$ cat src/rtl/puf_trng_pkg.sv
`default_nettype none
// +--------------------------------------------------------------------+
// | puf_trng_pkg: shared types and helpers for the arbiter-PUF TRNG    |
// | Rev 1.0                                                            |
// +--------------------------------------------------------------------+
package puf_trng_pkg;

    typedef enum logic [1:0] {
        IDLE = 2'd0,
        SEED = 2'd1,
        RUN  = 2'd2,
        FAIL = 2'd3
    } state_t;

    localparam int C_LE       = 128;
    localparam int C_OUT_W    = 32;
    localparam int C_TAP_A    = 127;
    localparam int C_TAP_B    = 125;
    localparam int C_TAP_C    = 100;
    localparam int C_TAP_D    = 98;
    localparam int C_MAX_MISS = 16;

    // XNOR feedback keeps the all-zero state live; all-ones is the lock-up state.
    function automatic logic xnor_fb(input logic a, input logic b, input logic c, input logic d);
        return ~(a ^ b ^ c ^ d);
    endfunction

endpackage
`default_nettype wire

$ cat src/rtl/chal_lfsr.sv
`default_nettype none
// +--------------------------------------------------------------------+
// | chal_lfsr: challenge shift register, seeded serially or fed by PUF |
// | Rev 1.0                                                            |
// +--------------------------------------------------------------------+
module chal_lfsr
    import puf_trng_pkg::*;
#(
    parameter int LE    = C_LE,
    parameter int TAP_A = C_TAP_A,
    parameter int TAP_B = C_TAP_B,
    parameter int TAP_C = C_TAP_C,
    parameter int TAP_D = C_TAP_D
) (
    input  logic          clk,
    input  logic          rst,
    input  logic          shift,
    input  logic          seed_sel,
    input  logic          guard,
    input  logic          seed_bit,
    input  logic          puf_bit,
    input  logic          agree,
    output logic [LE-1:0] chal
);

    logic          w_new_bit;
    logic [LE-1:0] w_next;

    always_comb begin
        w_new_bit = 1'b0;
        if (seed_sel) begin
            w_new_bit = seed_bit;
        end else if (agree) begin
            w_new_bit = puf_bit;
        end else begin
            w_new_bit = xnor_fb(chal[TAP_A], chal[TAP_B], chal[TAP_C], chal[TAP_D]);
        end
        w_next = {chal[LE-2:0], w_new_bit};
        // An all-ones seed would pin the XNOR feedback forever.
        if (guard && (&w_next)) begin
            w_next[0] = 1'b0;
        end
    end

    always_ff @(posedge clk) begin
        if (rst) begin
            chal <= '0;
        end else if (shift) begin
            chal <= w_next;
        end
    end

endmodule
`default_nettype wire

$ cat src/rtl/puf_trng_ctrl.sv
`default_nettype none
// +--------------------------------------------------------------------+
// | puf_trng_ctrl: arbiter-PUF TRNG controller (seed, collect, health) |
// | Rev 1.0                                                            |
// +--------------------------------------------------------------------+
module puf_trng_ctrl
    import puf_trng_pkg::*;
#(
    parameter int LE       = C_LE,
    parameter int OUT_W    = C_OUT_W,
    parameter int TAP_A    = C_TAP_A,
    parameter int TAP_B    = C_TAP_B,
    parameter int TAP_C    = C_TAP_C,
    parameter int TAP_D    = C_TAP_D,
    parameter int MAX_MISS = C_MAX_MISS
) (
    input  logic             clock,
    input  logic             reset,
    input  logic             en,
    input  logic             start,
    input  logic             seed_bit,
    output logic [LE-1:0]    chal,
    input  logic             puf_q1,
    input  logic             puf_q2,
    output logic [OUT_W-1:0] rnd_data,
    output logic             rnd_valid,
    input  logic             rnd_ready,
    output logic             busy,
    output logic             running,
    output logic             health_fail,
    output logic             overrun
);

    localparam int c_SEED_W = $clog2(LE);
    localparam int c_BIT_W  = $clog2(OUT_W + 1);
    localparam int c_MISS_W = $clog2(MAX_MISS + 1);

    state_t                r_state;
    state_t                w_state_nxt;
    logic [c_SEED_W-1:0]   r_seed_cnt;
    logic [c_BIT_W-1:0]    r_bit_cnt;
    logic [c_MISS_W-1:0]   r_miss_cnt;
    logic [OUT_W-1:0]      r_acc;
    logic [OUT_W-1:0]      r_data;
    logic                  r_valid;
    logic                  r_overrun;

    logic w_agree;
    logic w_seed_shift;
    logic w_run_shift;
    logic w_seed_last;
    logic w_full;
    logic w_xfer;
    logic w_blocked;
    logic w_collect;
    logic w_miss_trip;

    assign w_agree      = ~(puf_q1 ^ puf_q2);
    assign w_seed_shift = (r_state == SEED) && en && !start;
    assign w_run_shift  = (r_state == RUN) && en && !start;
    assign w_seed_last  = (r_seed_cnt == c_SEED_W'(LE - 1));
    assign w_full       = (r_bit_cnt == c_BIT_W'(OUT_W));
    assign w_xfer       = (r_state == RUN) && !start && w_full && (!r_valid || rnd_ready);
    assign w_blocked    = w_full && !w_xfer;
    assign w_collect    = w_run_shift && w_agree && !w_blocked;
    assign w_miss_trip  = w_run_shift && !w_agree && (r_miss_cnt == c_MISS_W'(MAX_MISS - 1));

    chal_lfsr #(
        .LE    (LE),
        .TAP_A (TAP_A),
        .TAP_B (TAP_B),
        .TAP_C (TAP_C),
        .TAP_D (TAP_D)
    ) u_chal_lfsr (
        .clk      (clock),
        .rst      (reset),
        .shift    (w_seed_shift || w_run_shift),
        .seed_sel (r_state == SEED),
        .guard    (w_seed_shift && w_seed_last),
        .seed_bit (seed_bit),
        .puf_bit  (puf_q2),
        .agree    (w_agree),
        .chal     (chal)
    );

    always_ff @(posedge clock) begin
        if (reset) begin
            r_state <= IDLE;
        end else begin
            r_state <= w_state_nxt;
        end
    end

    always_comb begin
        w_state_nxt = r_state;
        if (start) begin
            w_state_nxt = SEED;
        end else begin
            case (r_state)
                SEED:    if (w_seed_shift && w_seed_last) w_state_nxt = RUN;
                RUN:     if (w_miss_trip) w_state_nxt = FAIL;
                default: w_state_nxt = r_state;
            endcase
        end
    end

    always_ff @(posedge clock) begin
        if (reset) begin
            r_seed_cnt <= '0;
            r_bit_cnt  <= '0;
            r_miss_cnt <= '0;
            r_acc      <= '0;
            r_data     <= '0;
            r_valid    <= 1'b0;
            r_overrun  <= 1'b0;
        end else if (start) begin
            r_seed_cnt <= '0;
            r_bit_cnt  <= '0;
            r_miss_cnt <= '0;
            r_acc      <= '0;
            r_valid    <= 1'b0;
        end else begin
            if (w_seed_shift) begin
                r_seed_cnt <= w_seed_last ? '0 : r_seed_cnt + c_SEED_W'(1);
            end
            if (w_run_shift) begin
                r_miss_cnt <= w_agree ? '0 : r_miss_cnt + c_MISS_W'(1);
            end

            if (w_xfer) begin
                r_data    <= r_acc;
                r_valid   <= 1'b1;
                r_bit_cnt <= w_collect ? c_BIT_W'(1) : '0;
            end else if (r_valid && rnd_ready) begin
                r_valid <= 1'b0;
            end

            if (w_collect) begin
                r_acc <= {r_acc[OUT_W-2:0], puf_q1};
                if (!w_xfer) begin
                    r_bit_cnt <= r_bit_cnt + c_BIT_W'(1);
                end
            end

            if (w_run_shift && w_agree && w_blocked) begin
                r_overrun <= 1'b1;
            end

            // Health failure invalidates anything collected from this challenge stream.
            if (w_state_nxt == FAIL) begin
                r_valid   <= 1'b0;
                r_acc     <= '0;
                r_bit_cnt <= '0;
            end
        end
    end

    assign rnd_data    = r_data;
    assign rnd_valid   = r_valid;
    assign overrun     = r_overrun;
    assign busy        = (r_state == SEED);
    assign running     = (r_state == RUN);
    assign health_fail = (r_state == FAIL);

endmodule
`default_nettype wire

$ cat config.mk
export PLATFORM = sky130hd
export DESIGN_NAME = puf_trng_ctrl
export DESIGN_NICKNAME = d
export VERILOG_FILES = /design/src/rtl/puf_trng_pkg.sv /design/src/rtl/chal_lfsr.sv /design/src/rtl/puf_trng_ctrl.sv
export SDC_FILE = /design/constraint.sdc
export NUM_CORES = 1
export LEC_CHECK = 0
export CAP_MARGIN = 25
export CELL_PAD_IN_SITES_DETAIL_PLACEMENT = 0
export CELL_PAD_IN_SITES_GLOBAL_PLACEMENT = 2
export CORE_ASPECT_RATIO = 0.5
export CORE_MARGIN = 1.5
export CORE_UTILIZATION = 32
export DETAILED_ROUTE_END_ITERATION = 6
export GPL_TIMING_DRIVEN = 1
export PLACE_DENSITY_LB_ADDON = 0.15
export SYNTH_ARGS = -nofsm -noshare
export SYNTH_HDL_FRONTEND = slang
export SYNTH_SLANG_ARGS = --single-unit
$ cat constraint.sdc
create_clock -name clock -period 3.65 [get_ports clock]
set_input_delay 0.73 -clock clock [delete_from_list [all_inputs] [get_ports clock]]
set_output_delay 0.73 -clock clock [all_outputs]
set_load 0.01 [all_outputs]
==> out/summary.md <==
The run finished with clean final reports. A synthesized cell averages 7.87 um^2. Setup repair after global routing left no endpoint under its margin. Relative to the synthesized area, the layout overhead comes to 20.2%. The count of pins on the block boundary was 173; the vias per cell was 4.64. After detailed routing, the average wire length per cell comes to 15.3 um. Synthesis handed over a netlist of 1,143 instances.

The logs give 0.325 for the starting density of the core and 0 ps for the final-layout setup total negative slack. After routing the design area is 10,800 um^2. VDD sags by at most 249 uV. The first routing iteration left 308 violations.

The final antenna-violating net count is 0, and the number of synthesized flops with an enable pin is 0. The switching share of power was 0.222. The buffers inserted during post-CTS setup optimization is 0, and the total number of placement rows is 43. The fraction of layout cells with a size suffix above 1 came out at 0.0502. The synthesized netlist occupies a cell area of 9000 um^2. Across all layers, the routed design uses 7,222 vias. The share of the yosys chip area belonging to registers came out at 0.476. Once the clock tree was built, the resizer swapped 0 gates to a different size. Most frequently used flop master after synthesis: sky130_fd_sc_hd__dfxtp_1. The first-pass GRT wire length came out at 37.9 mm. When the netlist entered floorplanning its net count stood at 1,159. The tool flagged a number of max-cap violations equal to 0. The all-layer global routing usage came out at 0.163. The final antenna diode count was 0; the post-DP HPWL was 15.7 mm. The total count of hold-check failures in the final report came out at 0. The clock power share came out at 0.476. The logs give 10,100 um^2 for the placed instance area and 214 for the number of clock sinks. The tools report the element type at the critical path start as a flop. The async set or reset register ratio after synthesis came out at 0. The final layout contains routed wiring with a total length of 23.9 mm. The placeable core area is 27,700 um^2, and the die outline width is 240 um. The final max-slew violation count was 0.

For this run, the detailed router's first-pass iteration total came to 5. In this run the power spent charging and discharging nets is 1.04 mW. The tools report the worst endpoint data arrival time as 1910 ps.

During placement, the flow inserted port buffers numbering 172. In this run, CTS created clock tree buffers numbering 22. The logs give 0.426 for the worst slew margin relative to its limit and 0 for the number of antenna violations at the first check in global routing.

STA classifies the critical path endpoint as an output port. The measured slew at the worst slew-check pin works out to 861 ps. Via count of the first global-routing pass: 6,839. The tools report the part of the power in registers as 0.499. The period utilization is 0.724, and the number of endpoints failing setup at the final stage is 0. The tools report the number of buffers inserted for hold repair after clock tree synthesis as 0.

The leakage component of the power was 3.35 nW; the DRC violations left was 0. After global routing the overflow that remains totals 0. The total power density per cell area was 433 nW/um^2. The pin count of the biggest net entering global routing is 165. TritonCTS built the clock tree. The number of warnings reported in the yosys synthesis log is 0, and the post-route clock skew is 10.2 ps. The run gives 1 as the number of levels in the clock H-tree.

The worst-path maximum fanout was 5. Clock latency at the later pin of the worst-skew pair: 500 ps. The path class of the tightest hold or removal check is flop to flop. For the floorplan die area, the log shows 29,200 um^2. STA puts the critical path data required time at 2920 ps. The number of distinct library cells after synthesis is 47, and the maximum operating frequency is 378 MHz.

For this run, the post-layout net count is 1,178. The internal portion of the total power is 3.65 mW. After synthesis the netlist holds a flip-flop and latch count of 214. Clock-pin slew was measured on the worst setup and hold paths at 70 ps. The worst path in the final design needs a cycle of 2640 ps, including I/O delays and setup. The floorplan die height was 122 um. For the relative contribution of combinational cells to total power, the log shows 0.025.

The worst setup path is of the flop to output port kind. In this run the deepest clock path goes through 3 buffers. The placer's final routability congestion estimate was 0.742. The buffer cell driving the clock tree root is sky130_fd_sc_hd__clkbuf_16.
path summary, 6_finish.rpt:
check                                   from           end  slack (ps)  depth (start not counted)
worst max-delay path              r_state[1]          busy        1010                          3
worst min-delay path            rnd_data[31]  rnd_data[31]         450                          2
worst max register to register    r_state[0]      r_acc[1]        1320                          8
worst min register to register  rnd_data[31]  rnd_data[31]         450                          2
per-stage QoR:
| stage | total power [mW] | cells | utilization | hold slack, ps | setup slack [ps] |
|---|---|---|---|---|---|
| after floorplan | 2.47 | 1143 | - | 432 | 1690 |
| after global placement | 2.51 | 1520 | 0.366 | 444 | 751 |
| after detailed placement | 2.51 | 1520 | 0.366 | 449 | 656 |
| after CTS | 4.77 | 1558 | 0.391 | 458 | 954 |
| after global routing | 4.88 | 1558 | 0.391 | 475 | 912 |
| final | 4.69 | 1558 | 0.391 | 455 | 1010 |
flip-flops by register name, indices dropped and copies added, names as in the netlist, named ones only:
signal,cells
r_bit_cnt,5
r_seed_cnt,7
rnd_data,32
rnd_valid,1
r_acc,32
r_state,2
u_chal_lfsr.chal,128
overrun,1
r_miss_cnt,5
cells in the final DEF (no fill, tap or decap), types with 2 or more instances in the layout:
master                            count
sky130_fd_sc_hd__nand2_1            391
sky130_fd_sc_hd__dfxtp_1            214
sky130_fd_sc_hd__a21oi_1            199
sky130_fd_sc_hd__clkdlybuf4s50_1    171
sky130_fd_sc_hd__nand4_1             34
sky130_fd_sc_hd__clkbuf_16           23
sky130_fd_sc_hd__nor2_1              21
sky130_fd_sc_hd__buf_4               12
sky130_fd_sc_hd__xnor2_1              9
sky130_fd_sc_hd__nand3_1              8
sky130_fd_sc_hd__nor3_1               8
sky130_fd_sc_hd__nor4_1               8
sky130_fd_sc_hd__ha_1                 8
sky130_fd_sc_hd__inv_1                7
sky130_fd_sc_hd__clkinv_2             6
sky130_fd_sc_hd__xor2_1               5
sky130_fd_sc_hd__clkbuf_1             5
sky130_fd_sc_hd__buf_12               4
sky130_fd_sc_hd__nand3b_1             3
sky130_fd_sc_hd__clkbuf_8             3
sky130_fd_sc_hd__and3_1               2
sky130_fd_sc_hd__mux2i_1              2
sky130_fd_sc_hd__o21ai_0              2
sky130_fd_sc_hd__or3_1                2
sky130_fd_sc_hd__nand2b_1             2
logic make-up (layout without fill, tap and decap cells):
family	Yosys count	count (layout)	synth area share
buf+inv	200	233	0.142
flops	214	214	0.476
fa+ha+maj	9	9	0.0122
simple gates	490	490	0.228
xor+xnor	15	15	0.0154
compound gates	213	213	0.124
mux	2	2	0.00222
critical path: stages, from the launching register on:
cell                              delay (ps)
sky130_fd_sc_hd__dfxtp_1                 340
sky130_fd_sc_hd__inv_1                    90
sky130_fd_sc_hd__ha_1                    340
sky130_fd_sc_hd__clkdlybuf4s50_1         640
per-layer routing:
layer	wire, um	global-route usage	up-vias	share of wire
met5	0	0	-	0
met1	11100	0.220	3424	0.47
met4	329	0.0279	0	0.014
met2	11300	0.269	112	0.47
li1	-	-	3663	-
met3	1130	0.0363	23	0.047
synthesized netlist by cell type (all sizes together), types with 4 or more instances:
library cell | n | area share
nor4 | 8 | 0.0056
nor2 | 22 | 0.010
buf | 148 | 0.12
ha | 8 | 0.011
nand3 | 8 | 0.0044
nand4 | 34 | 0.024
nor3 | 8 | 0.0044
xor2 | 6 | 0.0067
clkbuf | 45 | 0.019
xnor2 | 9 | 0.0088
a21oi | 199 | 0.11
dfxtp | 214 | 0.48
inv | 7 | 0.0029
nand3b | 4 | 0.0047
nand2 | 392 | 0.16
final cells by class:
| type | instances | area (um^2) |
|---|---|---|
| fillers | 2835 | 16800 |
| clock buffers | 31 | 636 |
| repair buffers | 188 | 1890 |
| multi-input cells | 729 | 3440 |
| clock inverters | 7 | 60.1 |
| well taps | 382 | 478 |
| inverters | 7 | 26.3 |
| flip-flops and latches | 214 | 4280 |
power groups by stage:
stage	logic, mW	registers [mW]	clock network [mW]
after detailed placement	0.120	2.39	0
after global placement	0.119	2.39	0
after CTS	0.120	2.34	2.31
after floorplan	0.0756	2.39	0
final	0.117	2.34	2.23
after global routing	0.128	2.34	2.42
(Power assumes the default switching activity.)
